==> src/rtl/hit_judge.sv <==
// Beat-window hit judge: tracks the first press set per metronome beat and updates score,
// combo, lives and game-over. Define HIT_JUDGE_COMBO_BONUS_EN for the combo >= 8 bonus.
module hit_judge #(
  parameter int unsigned                ARROW_BITS  = 2,
  parameter logic [ARROW_BITS:0]        ARROW_NONE  = 3'd4,
  parameter int unsigned                STATE_BITS  = 1,
  parameter logic [STATE_BITS:0]        STATE_RESET = 2'd0,
  parameter logic [STATE_BITS:0]        STATE_GAME  = 2'd1,
  parameter logic [2:0]                 LIVES_INIT  = 3'd5,
  parameter int unsigned                HIT_POINTS  = 10,
  parameter int unsigned                SCORE_MAX   = 9999
) (
  input  logic                  clk,
  input  logic                  rst_n,
  input  logic                  metronome_clk,
  input  logic [STATE_BITS:0]   state,
  input  logic [ARROW_BITS:0]   arrow3,
  input  logic [3:0]            btn,
  output logic [13:0]           score,
  output logic [7:0]            combo,
  output logic [2:0]            lives,
  output logic                  game_over,
  output logic                  hit_pulse,
  output logic                  miss_pulse
);

  typedef enum logic [1:0] {StArmed, StGood, StBad} win_e;

  logic [2:0]  sync_q;
  logic        beat_q;
  logic [3:0]  btn_prev_q;
  win_e        win_q, win_d, win_merged;
  logic [13:0] score_q, score_d;
  logic [7:0]  combo_q, combo_d;
  logic [2:0]  lives_q, lives_d;
  logic        game_over_q, game_over_d;
  logic        hit_q, hit_d, miss_q, miss_d;

  logic [3:0]  press;
  logic [3:0]  target;
  logic [14:0] bonus;
  logic [14:0] score_sum;

  assign press  = btn & ~btn_prev_q;
  assign target = 4'b0001 << arrow3;

`ifdef HIT_JUDGE_COMBO_BONUS_EN
  assign bonus = (combo_q >= 8'd8) ? 15'd5 : 15'd0;
`else
  assign bonus = 15'd0;
`endif

  assign score_sum = {1'b0, score_q} + 15'(HIT_POINTS) + bonus;

  // First press set of the window decides; later presses are ignored once locked.
  always_comb begin
    win_merged = win_q;
    if (win_q == StArmed && press != 4'b0000) begin
      if (arrow3 == ARROW_NONE || press != target) begin
        win_merged = StBad;
      end else begin
        win_merged = StGood;
      end
    end
  end

  always_comb begin
    win_d       = win_q;
    score_d     = score_q;
    combo_d     = combo_q;
    lives_d     = lives_q;
    game_over_d = game_over_q;
    hit_d       = 1'b0;
    miss_d      = 1'b0;

    if (state == STATE_RESET) begin
      win_d       = StArmed;
      score_d     = 14'd0;
      combo_d     = 8'd0;
      lives_d     = LIVES_INIT;
      game_over_d = 1'b0;
    end else if (state != STATE_GAME || game_over_q) begin
      win_d = StArmed;
    end else if (beat_q) begin
      win_d = StArmed;
      case (win_merged)
        StGood:  hit_d  = 1'b1;
        StBad:   miss_d = 1'b1;
        default: miss_d = (arrow3 != ARROW_NONE);
      endcase
      if (hit_d) begin
        score_d = (score_sum > 15'(SCORE_MAX)) ? 14'(SCORE_MAX) : score_sum[13:0];
        combo_d = (combo_q != 8'hFF) ? combo_q + 8'd1 : combo_q;
      end
      if (miss_d) begin
        combo_d     = 8'd0;
        lives_d     = (lives_q != 3'd0) ? lives_q - 3'd1 : 3'd0;
        game_over_d = (lives_d == 3'd0);
      end
    end else begin
      win_d = win_merged;
    end
  end

  always_ff @(posedge clk or negedge rst_n) begin
    if (!rst_n) begin
      sync_q      <= 3'b000;
      beat_q      <= 1'b0;
      btn_prev_q  <= 4'b0000;
      win_q       <= StArmed;
      score_q     <= 14'd0;
      combo_q     <= 8'd0;
      lives_q     <= LIVES_INIT;
      game_over_q <= 1'b0;
      hit_q       <= 1'b0;
      miss_q      <= 1'b0;
    end else begin
      sync_q      <= {metronome_clk, sync_q[2:1]};
      beat_q      <= ~sync_q[0] & sync_q[1];
      btn_prev_q  <= btn;
      win_q       <= win_d;
      score_q     <= score_d;
      combo_q     <= combo_d;
      lives_q     <= lives_d;
      game_over_q <= game_over_d;
      hit_q       <= hit_d;
      miss_q      <= miss_d;
    end
  end

  assign score      = score_q;
  assign combo      = combo_q;
  assign lives      = lives_q;
  assign game_over  = game_over_q;
  assign hit_pulse  = hit_q;
  assign miss_pulse = miss_q;

endmodule

==> config.mk <==
export PLATFORM = sky130hd
export DESIGN_NAME = hit_judge
export DESIGN_NICKNAME = d
export VERILOG_FILES = /design/src/rtl/hit_judge.sv
export SDC_FILE = /design/constraint.sdc
export NUM_CORES = 1
export LEC_CHECK = 0
export ABC_AREA = 0
export BUFFER_PORTS_ARGS = -buffer_cell sky130_fd_sc_hd__buf_2
export CORE_ASPECT_RATIO = 1.4
export CORE_MARGIN = 2
export CORE_UTILIZATION = 60
export CTS_CLUSTER_DIAMETER = 100
export DETAILED_ROUTE_END_ITERATION = 10
export GPL_ROUTABILITY_DRIVEN = 0
export PLACE_DENSITY = 0.85
export RECOVER_POWER = 25
export SLEW_MARGIN = 30
export SYNTH_ARGS = -nofsm -noshare
export SYNTH_HDL_FRONTEND = slang
export SYNTH_SLANG_ARGS = --single-unit
==> constraint.sdc <==
create_clock -name clk -period 4.6 [get_ports clk]
set_input_delay 0.23 -clock clk [delete_from_list [all_inputs] [get_ports clk]]
set_output_delay 0.23 -clock clk [all_outputs]
set_load 0.005 [all_outputs]
==> results.md, run 1 <==
Status:
- The run finished, with violations left.
- The checks that failed: max-capacitance violations, max-slew violations.

CTS:
- The clock tree from TritonCTS is done.
- The number of post-CTS setup repair buffers is 0.
- Clock-pin slew was measured on the worst setup and hold paths at 70 ps.
- The number of hold buffers added after cts is 0.
- The deepest level of the CTS H-tree is 2.
- Gates resized during post-CTS repair numbered 0.
- Counting every sink on the clock net gives 38.
- The CTS buffer count is 5.
- At the later pin of the worst-skew pair, clock insertion delay measures 290 ps.
- Clock tree synthesis selected as its root buffer the cell clkbuf_8.
- The clock passes through at most 2 buffers.

Power and ir drop:
- Summed over all cells, the static leakage comes to 1.22 nW.
- For this design the ratio of total power to cell area is 255 nW/um2.
- The worst-case IR drop observed on VDD is 0.188 mV.

GRT:
- For this run, global-route usage on met1 was measured as 0.303.
- The via count of the first global-routing pass is 1867.
- The first global-routing pass estimated 8540 um of wire.
- The number of antenna violations at the first check in global routing is 0.
- The total track usage is 0.247.
- Global routing finished with a remaining overflow of 0.
- The maximum number of pins on one net before global-route repair is 39.
- The peak-usage layer in the global routing report is met2.
- For met3 alone, demand over resource in global routing was 0.0472.
- For this run, global-route usage on met2 was measured as 0.425.

Critical path:
- The critical path goes through nand2b_1, o21ai_0, a21oi_1, o21ai_0, o31a_1, inv_1, ha_1, a31oi_1, a21oi_1, o31a_1, nor3_1, xnor2_1, nor2_1.
- In this design, the stage delay of the slowest critical-path cell is 350 ps.
- The type of the worst setup path is reg -> reg.
- The cell family contributing the most delay on the critical path is compound AO/OA/AOI/OAI gates.
- STA classifies the critical path startpoint as a register.
- Data arrives at the worst endpoint at 3250 ps.
- Counting both buffers and inverters, the worst setup path holds a total of 1.
- The maximum fanout along the worst path is 8.
- In this run the worst setup path begins at btn_prev_q[3].
- The source of the worst register-to-register timing path is btn_prev_q[3].
- The critical path's slowest cell is dfrtp_1.
- The type of element capturing the critical path is a register.
- The required time of the critical path is 4770 ps.

Detailed routing:
- For this run, the detailed router's first-pass iteration total came to 4.
- The detail-routed net length per standard cell is 15.4 um.
- The routed wire length is 5070 um.
- The violation count after the first detailed-route iteration is 108.
- The mean number of vias per cell is 6.03.
- After detailed routing, the number of remaining DRC violations is 0.
- Summing over every cut layer, the via total after detailed routing is 1985.
- The detail route stage leaves a number of antenna-violating nets equal to 0.

Timing:
- The total setup violations reported at the end of the flow is 0.
- At the pin with the least slew margin, the transition time is 1990 ps.
- The clock arrives with 2.96 ps of skew.
- The post-layout minimum cycle time is 3070 ps.
- Derived from the worst setup path, the maximum achievable clock frequency is 325 MHz.
- The final number of hold-violating endpoints is 0.
- The ratio of final minimum period to clock period is 0.668.
- The worst pin sits at a relative slew slack of -0.327.
- The number of slew-limit violations in the final report is 39.
- Setup repair after global routing left no endpoint under its margin.
- In the final timing run, aggregate negative setup slack is 0 ps.
- The worst-case hold slack is 43.5 ps.

Synth:
- The net count after synthesis is 271.
- The count of distinct cell types in the synthesized netlist is 58.
- After synthesis the netlist holds a flip-flop and latch count of 38.
- In this run, synthesis inferred 0 flip-flops with an integrated enable.
- The cell area that synthesis handed to floorplanning was 2280 um2.
- The number of instances in the synthesized netlist is 252.
- The yosys synthesis warning count is 0.
- The mean instance size in the synthesized netlist is 9.07 um2.
- The share of flip-flops with an asynchronous set or reset is 1.00.
- The portion of the post-synthesis area used by sequential elements is 0.417.
- The dominant register cell in the synthesized netlist is dfrtp_1.

Floorplanning:
- The height of the die is 77.0 um.
- During I/O placement, the number of pins put on the boundary was 40.
- The die span in x is 56.2 um.
- After floorplanning, the core was sized to cover 3640 um2.
- Row generation in the floorplan step produced 26 rows.
- For this configuration, the core starts out at a cell density of 0.627.
- The total die area is 4320 um2.

Cells and area:
- The area overhead of the layout relative to synthesis is 11.5%.
- The ratio of cells with drive above 1 in the final layout is 0.202.
- The utilization after layout is 0.699.
- The post-layout net count is 305.
- Counting the fill cells in the layout gives 310.
- The repair_antennas step left the layout with diodes totalling 0.

Hold path:
- The critical hold path startpoint is metronome_clk.
- In this run the worst hold path is classified as in -> reg.

Run:
- Max-cap violations in this run came to 1.

Placement:
- The placed wire-length estimate is 3580 um.
- The number of buffer cells added on primary ports is 39.
## worst reg2reg max path: cells and delay by family (launching register included)
kind | cells | cell delay [ps]
adders and majority gates | 1 | 310
buffers and inverters | 1 | 60
DFF | 1 | 350
AOI/OAI and AO/OA | 7 | 1560
xor gates and xnor gates | 1 | 160
and+or+nand+nor | 3 | 520
## final cells by class
cell class	instances	area (um2)	area share
Clock buffer	6	72.6	0.0285
Clock inverter	2	10.0	0.00393
Inverter	16	60.1	0.0236
Multi-Input combinational cell	186	1210	0.475
Sequential cell	38	953	0.374
Tap cell	42	52.6	0.0206
Timing Repair Buffer	39	189	0.0742
## layout by cell type (no fill, tap or decap), types with 6 or more instances in the layout
cell / count
o21ai_0: 11
buf_2: 34
inv_1: 16
nor2_1: 24
nand2_1: 19
nor4_1: 8
a21oi_1: 11
nor3_1: 11
nand3_1: 9
xor2_1: 6
clkbuf_1: 6
nand2b_1: 9
ha_1: 7
dfrtp_1: 36
## cell usage after synthesis, types with 5 or more instances
master    count  area share
nor2_1       25       0.041
nor3_1       11       0.024
nor4_1        8       0.022
buf_2         6       0.013
a21oi_1      11       0.024
xnor2_1       5       0.019
o21ai_0      11       0.024
ha_1          7       0.038
nand3_1       9       0.020
dfrtp_1      36        0.39
inv_1        16       0.026
nand2_1      19       0.031
nand2b_1      9       0.025
xor2_1        6       0.023
## stage by stage
step                      power (W)  instance area (um2)  std cells  worst slack [ps]
after detailed placement   0.000435                 2470        321              1600
after global routing       0.000681                 2550        329              1230
after floorplan            0.000405                 2280        252              1860
final                      0.000649                 2550        329              1530
after CTS                  0.000652                 2550        329              1590
after global placement     0.000430                 2470        321              1730
## path summary, 6_finish.rpt
path                        endpoint  slack (ps)  depth (start not counted)
max                         combo[4]        1530                         13
min                        sync_q[2]          40                          1
max reg2reg                 combo[4]        1530                         13
min reg2reg                sync_q[1]         360                          0
max in group asynchronous   combo[3]        2960                          1
min in group asynchronous   win_q[0]         490                          1
## layer usage
metal,up-vias,wire length [um]
met1,944,2100
met3,12,258
met4,0,90
met2,65,2630
li1,964,-
met5,-,0
## sequential cells by signal (all words and copies together) (netlist names)
register    flops
sync_q          3
win_q           2
miss_pulse      1
btn_prev_q      4
hit_pulse       1
combo           8
score          14
beat_q          1
lives           3
game_over       1
## power by group
group / internal (W) / leakage, nW / switching (W)
logic: 0.0000281 / 0.673 / 0.0000461
registers: 0.000345 / 0.501 / 0.00000941
clock network: 0.000105 / 0.0450 / 0.000116
## cells by family after synthesis
logic type	share of synthesized area
xor+xnor	0.0422
buf+inv	0.0542
flops	0.417
simple gates	0.271
fa+ha+maj	0.0383
compound gates	0.150
mux	0.0274
Note: power is estimated with default switching activity, not from simulation.
==> run 2: changes to the inputs <==
- CORE_UTILIZATION: 60 -> 56
- PLACE_DENSITY: 0.85 -> 0.8
- clock period: 4.6 -> 2.9 ns (I/O delays scaled with it)
==> results.md, run 2 (same netlist as run 1, synthesis figures left out) <==
Status:
- The run finished with clean final reports.

Timing:
- The slew of the pin with the lowest slew margin is 837 ps (-1150 ps).
- The clock skew after layout is 1.93 ps (-1.03 ps).
- The number of slew-limit violations in the final report came to 0 (-100%).
- The total setup violations reported at the end of the flow is 0 (unchanged).
- The fmax is 346 MHz (+6.2%).
- Setup repair after global routing could not meet its margin everywhere.
- The worst-case setup margin in the final layout is 6.02 ps (-1520 ps).
- The final number of hold-violating endpoints is 0 (unchanged).
- The normalized max-slew margin was 0.442 (+0.769).
- The worst-case hold slack is 80.1 ps (+36.6 ps).
- The ratio of final minimum period to clock period is 0.998 (+0.330).
- The post-layout minimum cycle time came to 2890 ps (-179 ps).

Critical path:
- The highest cell delay on the worst timing path is 380 ps (+30 ps).
- The type of the worst setup path is reg -> reg.
- The startpoint class of the critical path is a register.
- The maximum fanout along the worst path is 8 (unchanged).
- The endpoint arrival time on the critical path is 3110 ps (-140 ps).
- STA classifies the critical path endpoint as a register.
- The required time of the critical path is 3120 ps (-1650 ps).
- The critical path goes through nand2b_4, o21ai_0, a21oi_1, o21ai_2, o31a_1, inv_2, ha_4, nor2_4, a31oi_4, a21oi_2, o31a_1, or3_1, a21oi_1.
- The critical path's slowest cell is dfrtp_1.

Detailed routing:
- The mean number of vias per cell came to 5.98 (-0.93%).
- The total number of vias was 2086 (+5.1%).
- The post-detailed-route DRC marker count is 0 (unchanged).
- The violation count after the first detailed-route iteration is 90 (-17%).
- The detail-routed net length per standard cell was 15.8 um (+2.3%).
- The routed wire length is 5510 um (+8.6%).
- The number of search-and-repair iterations in the first detailed-routing pass is 4 (unchanged).
- The remaining antenna violation count after routing is 0 (unchanged).

Placement:
- The placed wire-length estimate is 3720 um (+3.8%).
- The number of buffer cells added on primary ports is 39 (unchanged).
- The cell area reported after detailed placement came to 2540 um2 (+3.1%).
- The worst-case setup slack after placement is -24.2 ps (-1630 ps).
- The number of instances in the placed design is 332 (+3.4%).

CTS:
- The clock-pin transition on the worst setup and hold timing paths is 80 ps (about the same).
- The tree is rooted in a clkbuf_8.
- TritonCTS built the clock tree.
- The clock latency at the later pin of the worst-skew pair is 290 ps (about the same).
- The number of buffers between clock root and the deepest sink is 2 (unchanged).
- The CTS buffer count is 5 (unchanged).
- The total number of clock tree sinks came to 38 (unchanged).
- The deepest level of the CTS H-tree is 2 (unchanged).

GRT:
- The number of antenna violations at the first check in global routing is 0 (unchanged).
- The via count of the first global-routing pass was 1938 (+3.8%).
- The total track usage came to 0.254 (+0.00748).
- The global-route congestion overflow total is 0 (unchanged).
- The maximum number of pins on one net before global-route repair is 39 (unchanged).
- The wire length of the first global-routing pass is 9170 um (+7.4%).

Floorplanning:
- The height of the die is 79.6 um (+3.3%).
- The number of primary I/O pins is 40 (unchanged).
- The starting density of the core is 0.583 (-0.0440).
- The die span in x is 58.0 um (+3.3%).
- The core area was 3920 um2 (+7.6%).
- The total die area is 4610 um2 (+6.7%).
- The site row count was 27 (+3.8%).

Cells and area:
- The utilization after layout was 0.719 (+0.0202).
- The library cell used most frequently in the layout, excluding fill and tap cells, is buf_2.
- The area of all placed cells without fillers was 2820 um2 (+11%).
- The count of non-filler cells in the finished layout was 349 (+6.1%).
- The filler cell count was 288 (-7.1%).
- The post-layout net count is 324 (+6.2%).
- The area overhead of the layout relative to synthesis is 23.4%.
- The ratio of cells with drive above 1 in the final layout was 0.301 (+0.0986).
- The number of antenna cells inserted is 0 (unchanged).
- Leaving out fill and tap cells, the most frequent cells in the layout are buf_2, dfrtp_1, nor2_1.
- The flip-flop count of the largest register, all copies and words added is 14 (unchanged).

Power and ir drop:
- The static leakage is 1.34 nW (+10%).
- The power density relative to cell area came to 396 nW/um2 (+55%).
- The worst-case vdd ir drop was 0.506 mV (+170%).

Hold path:
- The min-delay analysis places its worst path in the category in -> reg.

Run:
- The number of maximum-capacitance constraint violations came to 0 (-1).
==> run 2: changes by cell type in the layout (fill, tap and decap cells not counted), moves of 2 or more <==
cell,before,now
a21oi_1,11,8
a21oi_2,1,4
a31oi_1,4,2
buf_2,34,38
buf_4,0,14
clkbuf_1,6,0
dlygate4sd3_1,0,5
==> run 2: worst max-delay path, delay by kind of cell (launching register included) <==
kind | cells | cell delay, ps
buffers and inverters | 1 | 60
adder cells (fa/ha/maj) | 1 | 290
AND/OR/NAND/NOR | 3 | 580
AO/OA/AOI/OAI | 8 | 1500
flip-flops | 1 | 380
==> run 2: final timing paths <==
check | start | to | slack, ps | depth (start not counted)
min | btn[0] | btn_prev_q[0] | 80 | 1
min in group asynchronous | rst_n | btn_prev_q[1] | 490 | 2
min reg2reg | sync_q[2] | sync_q[1] | 350 | 0
max | btn_prev_q[3] | combo[2] | 6 | 13
max reg2reg | btn_prev_q[3] | combo[2] | 6 | 13
max in group asynchronous | rst_n | score[13] | 1890 | 2
==> run 2: timing repair <==
item,CTS,global route
resized for setup,2,21
gates cloned,0,0
pin swaps,3,11
endpoints found under the hold margin,41,0
buffers inserted,1,3
setup endpoints to repair,5,15
hold buffers,6,0
==> run 2: power breakdown <==
group          internal, W  total, W  switching [W]
Sequential        0.000546  0.000561      0.0000142
Clock             0.000169  0.000370       0.000201
Combinational    0.0000870  0.000185      0.0000976
==> run 2: area by class of cell <==
cell class	count	area (um2)	area share
clock inverters	3	21.3	0.00755
well taps	43	53.8	0.0191
flip-flops and latches	38	953	0.338
clock buffers	5	68.8	0.0244
repair buffers	58	358	0.127
inverters	16	60.1	0.0213
multi-input cells	186	1300	0.462
==> run 2: per-stage QoR <==
stage / setup TNS [ps] / total power, W
floorplan: 0 / 0.000642
global placement: 0 / 0.000693
detailed placement: -52.4 / 0.000697
CTS: 0 / 0.00108
global route: -1160 / 0.00116
finish: 0 / 0.00112
==> run 2: metal layers <==
metal / up-vias / wire [um] / GRT usage
li1: 1002 / - / -
met1: 1027 / 2270 / 0.317
met2: 48 / 2930 / 0.447
met3: 9 / 211 / 0.0421
met4: 0 / 95 / 0.0721
met5: - / 0 / 0
==> run 3: changes to the inputs <==
==> constraint.sdc (replaced) <==
create_clock -name clk -period 2.9 [get_ports clk]
set_input_delay 0.145 -clock clk [delete_from_list [all_inputs] [get_ports clk]]
set_output_delay 0.145 -clock clk [all_outputs]
set_load 0.1 [all_outputs]
==> results.md, run 3 (same netlist as run 1, synthesis figures left out) <==
Timing:
- The fmax is 360 MHz (+4.1%).
- The post-layout minimum cycle time is 2780 ps (-113 ps).
- The total setup violations reported at the end of the flow came to 0 (unchanged).
- The setup TNS after final layout is 0 ps (unchanged).
- The ratio of final minimum period to clock period is 0.959 (-0.0391).
- The normalized max-slew margin is -0.298 (-0.740).
- The clock skew after layout is 8.79 ps (+6.86 ps).
- The slew of the pin with the lowest slew margin is 1950 ps (+1110 ps).
- The final number of hold-violating endpoints is 0 (unchanged).
- The number of slew-limit violations in the final report is 39 (+39).

CTS:
- TritonCTS built the clock tree.
- The clock latency at the later pin of the worst-skew pair is 290 ps (about the same).
- The clock tree root driver cell is clkbuf_8.
- The deepest level of the CTS H-tree is 2 (unchanged).
- The clock-pin transition on the worst setup and hold timing paths is 70 ps (about the same).
- The total number of clock tree sinks is 38 (unchanged).
- The CTS buffer count was 5 (unchanged).
- The number of buffers between clock root and the deepest sink is 2 (unchanged).

Detailed routing:
- The post-detailed-route DRC marker count is 0 (unchanged).
- The violation count after the first detailed-route iteration is 99 (+10%).
- The routed wire length is 5020 um (-8.8%).
- The detail-routed net length per standard cell is 14.6 um (-7.5%).
- The mean number of vias per cell is 5.90 (-1.3%).
- The total number of vias is 2030 (-2.7%).
- The remaining antenna violation count after routing is 0 (unchanged).
- The number of search-and-repair iterations in the first detailed-routing pass came to 4 (unchanged).

Critical path:
- The type of element capturing the critical path is a register.
- The required time of the critical path was 3120 ps (about the same).
- The kind of cell adding the most delay to the critical path is compound AO/OA/AOI/OAI gates.
- The endpoint arrival time on the critical path came to 3000 ps (-110 ps).
- The startpoint class of the critical path is a register.
- The cell that appears most often on the critical path is a21oi_2.
- The critical path is of the reg -> reg type.
- The maximum fanout along the worst path is 8 (unchanged).
- On the critical path, the stage with the largest delay is an instance of dfrtp_1.
- Traced cell by cell, the critical path runs through nor2b_4, o22ai_2, a21oi_2, a21oi_2, o21ai_2, o31a_1, inv_1, ha_1, nor2_2, a31oi_2, a21oi_2, o31a_1, or3_1, a21oi_1.
- The highest cell delay on the worst timing path was 400 ps (+20 ps).
- The buffering stage count on the worst path with inverters included is 1 (unchanged).

Floorplanning:
- The height of the die came to 79.6 um (unchanged).
- The number of primary I/O pins is 40 (unchanged).
- The starting density of the core came to 0.583 (unchanged).
- The site row count is 27 (unchanged).
- The die span in x is 58.0 um (unchanged).
- The core area was 3920 um2 (unchanged).
- The total die area is 4610 um2 (unchanged).

Status:
- The checks that failed: max-capacitance violations, max-slew violations.
- The run finished, with violations left.

Placement:
- The number of buffer cells added on primary ports is 39 (unchanged).
- The placed wire-length estimate is 3600 um (-3.2%).
- The number of instances in the placed design is 329 (-0.90%).
- The cell area reported after detailed placement was 2520 um2 (-0.79%).

GRT:
- The number of antenna violations at the first check in global routing is 0 (unchanged).
- The maximum number of pins on one net before global-route repair came to 39 (unchanged).
- The total track usage is 0.235 (-0.0192).
- The via count of the first global-routing pass is 1956 (+0.93%).
- The global-route congestion overflow total is 0 (unchanged).
- The wire length of the first global-routing pass is 8420 um (-8.2%).

Cells and area:
- The area growth from synthesis to layout is 20.0%.
- The filler cell count is 320 (+11%).
- The flip-flop count of the largest register, all copies and words added is 14 (unchanged).
- The ratio of cells with drive above 1 in the final layout is 0.269 (-0.0316).
- The count of non-filler cells in the finished layout is 344 (-1.4%).
- The number of antenna cells inserted is 0 (unchanged).
- Leaving out fill and tap cells, the most frequent cells in the layout are dfrtp_1, buf_2, nor2_1.
- The post-layout net count is 319 (-1.5%).
- The area of all placed cells without fillers is 2740 um2 (-2.7%).

Power and ir drop:
- The total power draw is 0.00112 W (+0.54%).
- The static leakage is 1.30 nW (-3.6%).
- The worst-case vdd ir drop is 0.324 mV (-36%).
- The power density relative to cell area is 409 nW/um2 (+3.3%).

Hold path:
- The path class of the tightest hold or removal check is in -> reg.

Run:
- The number of maximum-capacitance constraint violations is 1 (+1).
==> run 3: timing repair <==
| item | CTS | global route |
|---|---|---|
| endpoints found under the setup margin | 0 | 16 |
| resized for setup | 0 | 18 |
| hold buffers | 6 | 0 |
| buffers inserted | 0 | 1 |
| endpoints found under the hold margin | 41 | 0 |
==> run 3: report_power, final <==
part / total [W] / internal, W / switching [W]
Combinational: 0.000209 / 0.0000657 / 0.000144
Sequential: 0.000562 / 0.000547 / 0.0000150
Clock: 0.000350 / 0.000167 / 0.000183
==> run 3: metrics by stage <==
| step | utilization | setup slack, ps | hold WS [ps] |
|---|---|---|---|
| 3_3_place_gp | 0.644 | 141 | 253 |
| 3_5_place_dp | 0.644 | 24.6 | 255 |
| 5_1_grt | 0.700 | -42.1 | 210 |
| 6_report | 0.700 | 120 | 206 |
| 4_1_cts | 0.681 | 1.70 | 192 |
| 2_1_floorplan | - | 18.6 | -151 |
==> run 3: tightest hold or removal path: stages <==
cell	delay, ps
buf_2	130
or4b_2	150
nor2_1	40
==> run 3: path summary, 6_finish.rpt <==
| kind | start | endpoint | slack [ps] | depth (start not counted) |
|---|---|---|---|---|
| max | btn_prev_q[2] | combo[5] | 120 | 14 |
| min | state[1] | win_q[0] | 210 | 3 |
| max reg2reg | btn_prev_q[2] | combo[5] | 120 | 14 |
| min reg2reg | sync_q[2] | sync_q[1] | 360 | 0 |
| max in group asynchronous | rst_n | score[2] | 710 | 2 |
| min in group asynchronous | rst_n | win_q[0] | 920 | 2 |
==> run 3: area by class of cell <==
cell class	count	area [um2]	area share
multi-input cells	186	1280	0.467
flip-flops and latches	38	956	0.349
repair buffers	53	309	0.113
inverters	16	60.1	0.0219
clock buffers	6	72.6	0.0265
clock inverters	2	10.0	0.00365
well taps	43	53.8	0.0196
==> run 3: routing by layer <==
metal / share of wire / vias up / routed length, um / global-route usage
li1: - / 997 / - / -
met1: 0.41 / 976 / 2080 / 0.265
met2: 0.52 / 47 / 2640 / 0.416
met3: 0.040 / 10 / 202 / 0.0389
met4: 0.022 / 0 / 109 / 0.121
met5: 0 / - / 0 / 0
